==> src/rtl/mem_stage_pkg.sv <==
// Shared pipeline definitions: load/store size encodings and the memory-stage FSM states.
package mem_stage_pkg;

    localparam logic [2:0] F3_B  = 3'b000;
    localparam logic [2:0] F3_H  = 3'b001;
    localparam logic [2:0] F3_W  = 3'b010;
    localparam logic [2:0] F3_BU = 3'b100;
    localparam logic [2:0] F3_HU = 3'b101;

    typedef enum logic [1:0] {
        ST_IDLE = 2'b00,
        ST_REQ  = 2'b01,
        ST_RESP = 2'b10
    } mem_state_e;

    // Halfword accesses need an even address, word accesses a 4-byte aligned one.
    function automatic logic is_misaligned(input logic [2:0] funct3, input logic [1:0] offset);
        logic mis;
        case (funct3)
            F3_W:         mis = (offset != 2'b00);
            F3_H, F3_HU:  mis = offset[0];
            default:      mis = 1'b0;
        endcase
        return mis;
    endfunction

endpackage

==> src/rtl/mem_stage_load_align.sv <==
// Extracts the addressed byte/halfword from a read word and sign/zero-extends it.
module load_align
    import mem_stage_pkg::*;
(
    input  logic [31:0] rdata_i,
    input  logic [1:0]  offset_i,
    input  logic [2:0]  funct3_i,
    output logic [31:0] data_o
);

    logic [7:0]  byte_s;
    logic [15:0] half_s;

    // Lane select followed by extension
    always_comb begin
        byte_s = rdata_i[{offset_i, 3'b000} +: 8];
        half_s = offset_i[1] ? rdata_i[31:16] : rdata_i[15:0];
        case (funct3_i)
            F3_B:    data_o = {{24{byte_s[7]}}, byte_s};
            F3_BU:   data_o = {24'h000000, byte_s};
            F3_H:    data_o = {{16{half_s[15]}}, half_s};
            F3_HU:   data_o = {16'h0000, half_s};
            default: data_o = rdata_i;
        endcase
    end

endmodule

==> src/rtl/mem_stage.sv <==
// Memory-access pipeline stage: issues req/gnt/rvalid bus transactions for loads/stores,
// stalls upstream while one is outstanding, and registers the writeback payload.
module mem_stage
    import mem_stage_pkg::*;
#(
    parameter int MAX_WAIT = 255
) (
    input  logic        clk,
    input  logic        reset,
    input  logic [31:0] mem_alu_result,
    input  logic [31:0] mem_rs2_val,
    input  logic [4:0]  mem_rd,
    input  logic [2:0]  mem_funct3,
    input  logic        mem_mem_read,
    input  logic        mem_mem_write,
    input  logic        mem_reg_write,
    input  logic        mem_mem_to_reg,
    output logic        dmem_req,
    output logic        dmem_we,
    output logic [31:0] dmem_addr,
    output logic [31:0] dmem_wdata,
    output logic [3:0]  dmem_wstrb,
    input  logic        dmem_gnt,
    input  logic        dmem_rvalid,
    input  logic [31:0] dmem_rdata,
    output logic        mem_stall,
    output logic        wb_reg_write,
    output logic [4:0]  wb_rd,
    output logic [31:0] wb_data,
    output logic        mem_misalign,
    output logic        mem_bus_err
);

    localparam int CW = $clog2(MAX_WAIT + 1);

    mem_state_e  state_q, state_d;
    logic [CW-1:0] cnt_q, cnt_d;
    logic [4:0]  rd_q, rd_d;
    logic [2:0]  f3_q, f3_d;
    logic [31:0] addr_q, addr_d;
    logic [31:0] wdata_q, wdata_d;
    logic [3:0]  wstrb_q, wstrb_d;
    logic        we_q, we_d;
    logic        rw_q, rw_d;
    logic        m2r_q, m2r_d;
    logic        wb_reg_write_q, wb_reg_write_d;
    logic [4:0]  wb_rd_q, wb_rd_d;
    logic [31:0] wb_data_q, wb_data_d;
    logic        misalign_q, misalign_d;
    logic        bus_err_q, bus_err_d;

    logic        is_load_s, is_store_s, mem_op_s, misalign_s, timeout_s;
    logic [31:0] st_wdata_s;
    logic [3:0]  st_wstrb_s;
    logic [31:0] load_data_s;

    load_align u_load_align (
        .rdata_i  (dmem_rdata),
        .offset_i (addr_q[1:0]),
        .funct3_i (f3_q),
        .data_o   (load_data_s)
    );

    // Store lane replication and byte enables from the current EX/MEM address
    always_comb begin
        st_wdata_s = mem_rs2_val;
        st_wstrb_s = 4'b1111;
        case (mem_funct3)
            F3_B: begin
                st_wdata_s = {4{mem_rs2_val[7:0]}};
                st_wstrb_s = 4'b0001 << mem_alu_result[1:0];
            end
            F3_H: begin
                st_wdata_s = {2{mem_rs2_val[15:0]}};
                st_wstrb_s = mem_alu_result[1] ? 4'b1100 : 4'b0011;
            end
            default: begin
                st_wdata_s = mem_rs2_val;
                st_wstrb_s = 4'b1111;
            end
        endcase
    end

    // A read+write combination is serviced as a load only
    assign is_load_s  = mem_mem_read;
    assign is_store_s = mem_mem_write & ~mem_mem_read;
    assign mem_op_s   = is_load_s | is_store_s;
    assign misalign_s = mem_op_s & is_misaligned(mem_funct3, mem_alu_result[1:0]);
    assign timeout_s  = (state_q != ST_IDLE) && (cnt_q == CW'(MAX_WAIT));

    // FSM next state, bus drive, stall and writeback payload
    always_comb begin
        state_d        = state_q;
        cnt_d          = cnt_q;
        rd_d           = rd_q;
        f3_d           = f3_q;
        addr_d         = addr_q;
        wdata_d        = wdata_q;
        wstrb_d        = wstrb_q;
        we_d           = we_q;
        rw_d           = rw_q;
        m2r_d          = m2r_q;
        dmem_req       = 1'b0;
        dmem_we        = we_q;
        dmem_addr      = {addr_q[31:2], 2'b00};
        dmem_wdata     = wdata_q;
        dmem_wstrb     = wstrb_q;
        mem_stall      = 1'b0;
        wb_reg_write_d = 1'b0;
        wb_rd_d        = wb_rd_q;
        wb_data_d      = wb_data_q;
        misalign_d     = 1'b0;
        bus_err_d      = 1'b0;

        case (state_q)
            ST_IDLE: begin
                if (misalign_s) begin
                    misalign_d = 1'b1;
                end else if (mem_op_s) begin
                    dmem_req   = 1'b1;
                    dmem_we    = is_store_s;
                    dmem_addr  = {mem_alu_result[31:2], 2'b00};
                    dmem_wdata = st_wdata_s;
                    dmem_wstrb = is_store_s ? st_wstrb_s : 4'b0000;
                    rd_d       = mem_rd;
                    f3_d       = mem_funct3;
                    addr_d     = mem_alu_result;
                    wdata_d    = st_wdata_s;
                    wstrb_d    = is_store_s ? st_wstrb_s : 4'b0000;
                    we_d       = is_store_s;
                    rw_d       = mem_reg_write;
                    m2r_d      = mem_mem_to_reg;
                    if (!dmem_gnt) begin
                        state_d   = ST_REQ;
                        mem_stall = 1'b1;
                    end else if (is_load_s) begin
                        state_d   = ST_RESP;
                        mem_stall = 1'b1;
                    end else begin
                        state_d   = ST_IDLE;
                    end
                end else begin
                    wb_reg_write_d = mem_reg_write & (mem_rd != 5'd0);
                    wb_rd_d        = mem_rd;
                    wb_data_d      = mem_alu_result;
                end
            end
            ST_REQ: begin
                cnt_d = cnt_q + CW'(1);
                if (timeout_s) begin
                    state_d   = ST_IDLE;
                    bus_err_d = 1'b1;
                end else begin
                    dmem_req  = 1'b1;
                    mem_stall = 1'b1;
                    if (dmem_gnt && we_q) begin
                        state_d   = ST_IDLE;
                        mem_stall = 1'b0;
                    end else if (dmem_gnt) begin
                        state_d = ST_RESP;
                    end else begin
                        state_d = ST_REQ;
                    end
                end
            end
            ST_RESP: begin
                cnt_d = cnt_q + CW'(1);
                if (timeout_s) begin
                    state_d   = ST_IDLE;
                    bus_err_d = 1'b1;
                end else if (dmem_rvalid) begin
                    state_d        = ST_IDLE;
                    wb_reg_write_d = rw_q & (rd_q != 5'd0);
                    wb_rd_d        = rd_q;
                    wb_data_d      = m2r_q ? load_data_s : addr_q;
                end else begin
                    mem_stall = 1'b1;
                end
            end
            default: begin
                state_d = ST_IDLE;
            end
        endcase

        if (state_d == ST_IDLE) begin
            cnt_d = {CW{1'b0}};
        end else begin
            cnt_d = cnt_d;
        end
    end

    // State, transaction latches and writeback register
    always_ff @(posedge clk or posedge reset) begin
        if (reset) begin
            state_q        <= ST_IDLE;
            cnt_q          <= {CW{1'b0}};
            rd_q           <= 5'd0;
            f3_q           <= 3'd0;
            addr_q         <= 32'd0;
            wdata_q        <= 32'd0;
            wstrb_q        <= 4'd0;
            we_q           <= 1'b0;
            rw_q           <= 1'b0;
            m2r_q          <= 1'b0;
            wb_reg_write_q <= 1'b0;
            wb_rd_q        <= 5'd0;
            wb_data_q      <= 32'd0;
            misalign_q     <= 1'b0;
            bus_err_q      <= 1'b0;
        end else begin
            state_q        <= state_d;
            cnt_q          <= cnt_d;
            rd_q           <= rd_d;
            f3_q           <= f3_d;
            addr_q         <= addr_d;
            wdata_q        <= wdata_d;
            wstrb_q        <= wstrb_d;
            we_q           <= we_d;
            rw_q           <= rw_d;
            m2r_q          <= m2r_d;
            wb_reg_write_q <= wb_reg_write_d;
            wb_rd_q        <= wb_rd_d;
            wb_data_q      <= wb_data_d;
            misalign_q     <= misalign_d;
            bus_err_q      <= bus_err_d;
        end
    end

    assign wb_reg_write = wb_reg_write_q;
    assign wb_rd        = wb_rd_q;
    assign wb_data      = wb_data_q;
    assign mem_misalign = misalign_q;
    assign mem_bus_err  = bus_err_q;

endmodule

==> config.mk <==
export PLATFORM = sky130hd
export DESIGN_NAME = mem_stage
export DESIGN_NICKNAME = d
export VERILOG_FILES = /design/src/rtl/mem_stage_pkg.sv /design/src/rtl/mem_stage_load_align.sv /design/src/rtl/mem_stage.sv
export SDC_FILE = /design/constraint.sdc
export NUM_CORES = 1
export LEC_CHECK = 0
export ABC_CLOCK_PERIOD_IN_PS = 8800
export CAP_MARGIN = 20
export CORE_ASPECT_RATIO = 0.5
export CORE_MARGIN = 4
export CORE_UTILIZATION = 47
export DETAILED_ROUTE_END_ITERATION = 6
export PLACE_DENSITY_LB_ADDON = 0.25
export SYNTH_ARGS = -nofsm -noshare
export SYNTH_HDL_FRONTEND = slang
export SYNTH_SLANG_ARGS = --single-unit
==> constraint.sdc <==
create_clock -name clk -period 8.8 [get_ports clk]
set_input_delay 1.32 -clock clk [delete_from_list [all_inputs] [get_ports clk]]
set_output_delay 1.32 -clock clk [all_outputs]
set_load 0.02 [all_outputs]
# Yosys cells after proc, flatten, opt, wreduce, memory -nomap -nowiden
# Cells that the tools add are included.
[classes]
n_addsub = 1
eq_ne = 13
n_shift = 2
n_mux = 64
bitwise = 7
n_reduce_logical = 16
[op_table]
columns = ["cell", "n"]
rows = [
  ["$mux 32", 11],
  ["$pmux 32 s2", 2],
  ["$pmux 32 s4", 1],
  ["$shiftx 32x6->8", 1],
  ["$mux 1", 22],
  ["$mux 4", 5],
  ["$mux 5", 4],
  ["$mux 2", 9],
  ["$mux 16", 1],
  ["$mux 8", 2],
  ["$pmux 5 s2", 1],
  ["$reduce_bool 5->1", 2],
  ["$eq 3x3->1 const B", 3],
  ["$add 8x1->8 const B", 1],
  ["$eq 8x8->1 const B", 1],
  ["$ne 2x2->1 const B", 4],
  ["$pmux 4 s2", 1],
  ["$reduce_bool 2->1", 4],
  ["$eq 3x1->1 const B", 2],
  ["$logic_not 3->1", 2],
  ["$pmux 1 s2", 3],
  ["$pmux 2 s3", 1],
  ["$reduce_and 5->1", 1],
  ["$and 1x1->1", 4],
  ["11 further kinds", 15],
]
[word_totals]
regBits = 129
input_bits = 112
output_inout_bits = 111
wordCells = 118

# Longest topological paths before layout
[depth]
word_depth = 8
mapped_depth = 10
mapped_depth_nobuf = 7

# By module
# A second synthesis with hierarchy kept.
[hier_totals]
cells_unflattened = 811
hier_area_um2 = 7133.1
[modules_own_cells]
columns = ["module", "instances", "cells_each", "area_each_um2", "seq_area_each_um2"]
rows = [
  ["mem_stage", 1, 715, 6287.3, 3228.1],
  ["load_align", 1, 96, 845.8, 0.0],
]

# Worst setup path after synthesis
# No wires, ideal clock.
[synth_timing]
path_type = "input to output"
start = "in mem_funct3[2]"
end = "out dmem_addr[6]"
t_arrival_ps = 2747
path_slack_ps = 4733
path_stages = 5
path_buffers = 1
path_cell_list = "or3b_1 -> o21ai_1 -> nor2_1 -> clkbuf_1 -> o21ai_0"
[synth_between]
elab_chain_cells = 6
[synth_lines]
columns = ["item", "line_no", "rtl"]
rows = [
  ["start, declared", "mem_stage.sv:13", "input logic [2:0] mem_funct3,"],
  ["$eq 3x1->1 / $eq 3x3->1 (equally long branches)", "mem_stage_pkg.sv:19", "case (funct3)"],
  ["$reduce_or 2->1", "mem_stage_pkg.sv:19", ""],
  ["$pmux 1 s2 *", "mem_stage_pkg.sv:19", ""],
  ["$and 1x1->1 *", "mem_stage.sv:88", "assign misalign_s = mem_op_s & is_misaligned(mem_funct3, mem_alu_result[1:0]);"],
  ["$mux 32 *", "mem_stage.sv:117", "if (misalign_s) begin"],
  ["$mux 32 *", "mem_stage.sv:115", "case (state_q)"],
  ["end, declared", "mem_stage.sv:20", "output logic [31:0] dmem_addr,"],
]
# Every way passes the cells marked *; elsewhere a longest branch is shown, timed or not.

# Worst setup path after layout
[layout_timing]
start = "in mem_funct3[0]"
end = "out dmem_addr[23]"
# Same word-level chain as after synthesis.

==> tab_implementation.tex <==
\begin{tabular}{lr}
\hline
Metric & Value \\
\hline
\multicolumn{2}{l}{\textbf{Floorplan}} \\
\quad Chip Width & 177 um \\
\quad Initial core utilization & 48.8\% \\
\quad Area of the die & approximately 16,000 sq um \\
\quad Number of top-level pins & about 220 \\
\quad Core region area & 13,800 sq um \\
\quad Number of rows in the core area & 30 \\
\quad Die outline height & just over 90 um \\
\multicolumn{2}{l}{\textbf{Placed design}} \\
\quad Routability-driven placement congestion ratio & roughly 0.87 \\
\quad Hpwl dp & 14,900 um \\
\quad Pre-CTS setup slack & 2.56 ns \\
\quad Total of buffers placed on input and output ports & 220 \\
\multicolumn{2}{l}{\textbf{Setup path}} \\
\quad Critical path launch point type & input pin \\
\quad Arr. time, crit path & 4.51 ns \\
\quad Startpoint-to-endpoint class of the critical path & in -> out \\
\quad Launching instance or port of the critical path & mem\_funct3[0] \\
\quad FF-to-FF path depth & 7 \\
\quad Data required, critical path & approximately 7.5 ns \\
\quad Max incr delay on CP & approximately 0.92 ns \\
\quad Critical path's slowest cell & sky130\_fd\_sc\_hd\_\_clkdlybuf4s50\_1 \\
\quad Critical register-to-register path endpoint & wb\_data[6] \\
\quad Critical register-to-register path startpoint & state\_q[0] \\
\quad Critical-path maximum fanout & 28 \\
\quad Worst R2R Setup Slack & 5.86 ns \\
\quad Number of buffers and inverters on the critical path & 3 \\
\quad Critical Path Sink Type & output pin \\
\quad Critical path's top delay family & buffers and inverters \\
\quad Crit path cell chain & clkdlybuf4s50\_1 -> or3b\_1 -> o21ai\_1 -> nor2\_4 -> buf\_4 -> nand2\_1 -> nand2\_1 -> clkdlybuf4s50\_1 \\
\multicolumn{2}{l}{\textbf{Pwr}} \\
\quad Pwr Total & 3.72 mW \\
\quad Peak supply drop & 0.227 mV \\
\quad Leakage power total & roughly 4.2 nW \\
\quad Pwr per Cell Area & 387 nW/um\^{}2 \\
\multicolumn{2}{l}{\textbf{Clock network}} \\
\quad Number of setup buffers added after CTS & 0 \\
\quad Level count of the clock H-tree & 4 \\
\quad TritonCTS clock tree & built \\
\quad Number of clock sinks & 129 \\
\quad Maximum root-to-sink buffer count & 2 \\
\quad Number of buffers created by CTS & 17 \\
\quad Clock latency on the worst-skew pair & 0.41 ns \\
\quad Root buffer cell & sky130\_fd\_sc\_hd\_\_clkbuf\_16 \\
\quad Hold bufs inserted after CTS & 0 \\
\quad Number of instances resized during post-cts repair & 0 \\
\quad Reg clk slew, reported paths & 0.06 ns \\
\multicolumn{2}{l}{\textbf{Timing}} \\
\quad Setup-violating endpoint count in the final report & 0 \\
\quad Unrepaired setup endpoints after global routing & no \\
\quad Post-route clock period utilization & 66.3\% \\
\quad Timing-limited maximum frequency & about 0.17 GHz \\
\quad Worst slew pin tran & 1.08 ns \\
\quad Max Clock Skew & about 0.015 ns \\
\quad Final Hold Violating Endpoints & 0 \\
\quad Max-slew violation total from the final report & 0 \\
\quad Setup TNS & 0 ns \\
\quad Post-layout minimum cycle time & roughly 5.8 ns \\
\quad Minimum hold slack & 0.472 ns \\
\quad Rel. slew slack & 28.0\% \\
\quad PnR worst setup slack & 2.97 ns \\
\multicolumn{2}{l}{\textbf{Global route}} \\
\quad Maximum number of pins on one net before global-route repair & 91 \\
\quad Number of global-route vias before repair & 6,655 \\
\quad Global-route wire length before repair & 33,900 um \\
\quad Total congestion overflow after global routing & 0 \\
\quad Antenna violations before repair & 0 \\
\quad GRT Resource Usage Total & 25.8\% \\
\multicolumn{2}{l}{\textbf{Yosys}} \\
\quad Post-Syn Area & a little under 7000 sq um \\
\quad Predominant post-synthesis flop cell & sky130\_fd\_sc\_hd\_\_dfrtp\_1 \\
\quad Area leader, netlist & sky130\_fd\_sc\_hd\_\_dfrtp\_1 \\
\quad Distinct cell type count of the synthesized netlist & 51 \\
\quad Post-synthesis cell count & 780 \\
\quad Syn avg cell area & 8.62 sq um \\
\quad Share of the synthesized area in the top cell type & between 40\% and 50\% \\
\quad Number of flip-flops and latches in the synthesized netlist & 129 \\
\quad Part of the Yosys area used for sequential elements & between 40\% and 50\% \\
\quad Proportion of synthesized flip-flops having asynchronous set or reset & between 90\% and 100\% \\
\quad Post-synth EDFFs & 0 \\
\quad Main area contributors after synthesis & sky130\_fd\_sc\_hd\_\_dfrtp\_1 48\%, sky130\_fd\_sc\_hd\_\_nand2\_1 13\%, sky130\_fd\_sc\_hd\_\_mux2i\_1 6.6\%, sky130\_fd\_sc\_hd\_\_o21ai\_0 5.3\%, sky130\_fd\_sc\_hd\_\_a21oi\_1 4.2\% \\
\quad Synth warnings & 0 \\
\multicolumn{2}{l}{\textbf{Drt}} \\
\quad Number of DRC violations after detailed-routing iteration 0 & $\sim$460 \\
\quad Post-route DRC & 0 \\
\quad Post-detailed-routing wire length & 21,200 um \\
\quad WL per Instance & 18.0 um \\
\quad DRT antenna net count & 0 \\
\quad Via count & roughly 6,600 \\
\quad Average via count per standard cell & 5.56 \\
\quad Number of iterations in the first detailed-routing pass & 7 \\
\multicolumn{2}{l}{\textbf{Worst hold path}} \\
\quad Instance count along the most critical hold path & 2 \\
\quad Critical hold path startpoint & wdata\_q[2] \\
\quad Hold/Removal Path Class & reg -> reg \\
\quad Hold EP & wdata\_q[2] \\
\multicolumn{2}{l}{\textbf{Cells and area}} \\
\quad Antenna cells & 0 \\
\quad Layout cells sized above 1 & about 6.0\% \\
\quad Layout overhead on the synthesized area & 43.0\% \\
\quad Commonest cells after routing, fill and taps aside & 230 x sky130\_fd\_sc\_hd\_\_nand2\_1, 220 x sky130\_fd\_sc\_hd\_\_clkdlybuf4s50\_1, 129 x sky130\_fd\_sc\_hd\_\_dfrtp\_1 \\
\quad Fin nets & 1,093 \\
\quad Fill cell count & 1,064 \\
\quad Commonest non-fill, non-tap cell in the layout & sky130\_fd\_sc\_hd\_\_nand2\_1 \\
\multicolumn{2}{l}{\textbf{Run status}} \\
\quad Outcome & completed \\
\multicolumn{2}{l}{\textbf{Flow run}} \\
\quad Number of violations of the max-capacitance limit & 0 \\
\hline
\end{tabular}
[through the flow]
step / instance area, sq um / util (%) / std cells
6_report: 9610 / 69.7 / 1181
5_1_grt: 9610 / 69.7 / 1181
4_1_cts: 9560 / 69.4 / 1178
3_5_place_dp: 8990 / 65.3 / 1146
3_3_place_gp: 8990 / 65.3 / 1146
2_1_floorplan: 6720 / - / 781
[metal layers]
layer,up-vias,GRT usage [%],share of wire (%)
li1,3093,-,-
met1,3158,33.4,42
met2,290,42.8,47
met3,29,7.30,9.3
met4,0,7.21,1.5
met5,-,0,0
[kinds of logic after synthesis]
| kind of cell | after synthesis | share of synthesized area [%] |
|---|---|---|
| muxes | 46 | 6.89 |
| buffers and inverters | 68 | 4.77 |
| AOI/OAI and AO/OA | 197 | 17.9 |
| adders and majority gates | 5 | 0.931 |
| other | 1 | 0.0558 |
| DFF | 129 | 48.0 |
| and+or+nand+nor | 327 | 20.5 |
| xor gates and xnor gates | 7 | 0.912 |
[final cells by class]
cell class | count | area (sq um) | area share [%]
repair buffers | 232 | 2330 | 24.3
clock inverters | 14 | 134 | 1.39
clock buffers | 18 | 429 | 4.47
inverters | 12 | 47.5 | 0.495
multi-input cells | 584 | 3200 | 33.3
flip-flops and latches | 129 | 3230 | 33.6
well taps | 192 | 240 | 2.50
[tightest hold or removal path, stage by stage (launching register included)]
cell	delay, ns
sky130_fd_sc_hd__dfrtp_1	0.32
sky130_fd_sc_hd__nand2_1	0.04
sky130_fd_sc_hd__nand2_1	0.07
[registers in the layout, summed over array words and instances, names as in the netlist]
name	count
addr_q	32
wb_data	32
wdata_q	32
cnt_q	8
rd_q	5
wb_rd	5
wstrb_q	4
f3_q	3
state_q	2
m2r_q	1
mem_bus_err	1
mem_misalign	1
rw_q	1
wb_reg_write	1
we_q	1
[how the worst max path moves through the flow]
stage	endpoint	slack [ns]	cells past startpoint
2_1_floorplan	addr_q[0]	4.04	1
3_3_place_gp	dmem_wstrb[0]	2.74	6
3_5_place_dp	dmem_wdata[30]	2.56	7
4_1_cts	dmem_wdata[30]	2.55	7
5_1_grt	dmem_addr[23]	2.76	8
6_report	dmem_addr[23]	2.97	8
[synth_stat cells, types with 2 or more instances]
cell,number
sky130_fd_sc_hd__xor2_1,4
sky130_fd_sc_hd__o21a_1,2
sky130_fd_sc_hd__nand4_1,4
sky130_fd_sc_hd__a31oi_1,2
sky130_fd_sc_hd__nor2_1,44
sky130_fd_sc_hd__inv_1,12
sky130_fd_sc_hd__a221oi_1,4
sky130_fd_sc_hd__ha_1,5
sky130_fd_sc_hd__buf_2,16
sky130_fd_sc_hd__nand2b_1,5
sky130_fd_sc_hd__o21ai_1,2
sky130_fd_sc_hd__o31ai_1,2
sky130_fd_sc_hd__o21ai_0,71
sky130_fd_sc_hd__or4_1,3
sky130_fd_sc_hd__o22ai_1,22
sky130_fd_sc_hd__a41oi_1,5
sky130_fd_sc_hd__clkbuf_1,31
sky130_fd_sc_hd__buf_6,4
sky130_fd_sc_hd__mux2i_1,44
sky130_fd_sc_hd__o211ai_1,8
sky130_fd_sc_hd__a22o_1,5
sky130_fd_sc_hd__nor2b_1,10
sky130_fd_sc_hd__nand4b_1,2
sky130_fd_sc_hd__or2_2,4
sky130_fd_sc_hd__xnor2_1,3
sky130_fd_sc_hd__dfrtp_1,129
sky130_fd_sc_hd__or3b_1,2
sky130_fd_sc_hd__nand2_1,230
sky130_fd_sc_hd__nor3_1,14
sky130_fd_sc_hd__a21oi_1,56
sky130_fd_sc_hd__mux2_2,2
sky130_fd_sc_hd__buf_4,4
sky130_fd_sc_hd__o221ai_1,11
[power breakdown]
part           internal (mW)  switching, mW  total [mW]
Clock                  0.393          0.285       0.678
Combinational          0.839           1.16        2.00
Sequential             0.867          0.176        1.04
Total                   2.10           1.62        3.72
Note: power is estimated with default switching activity, not from simulation.
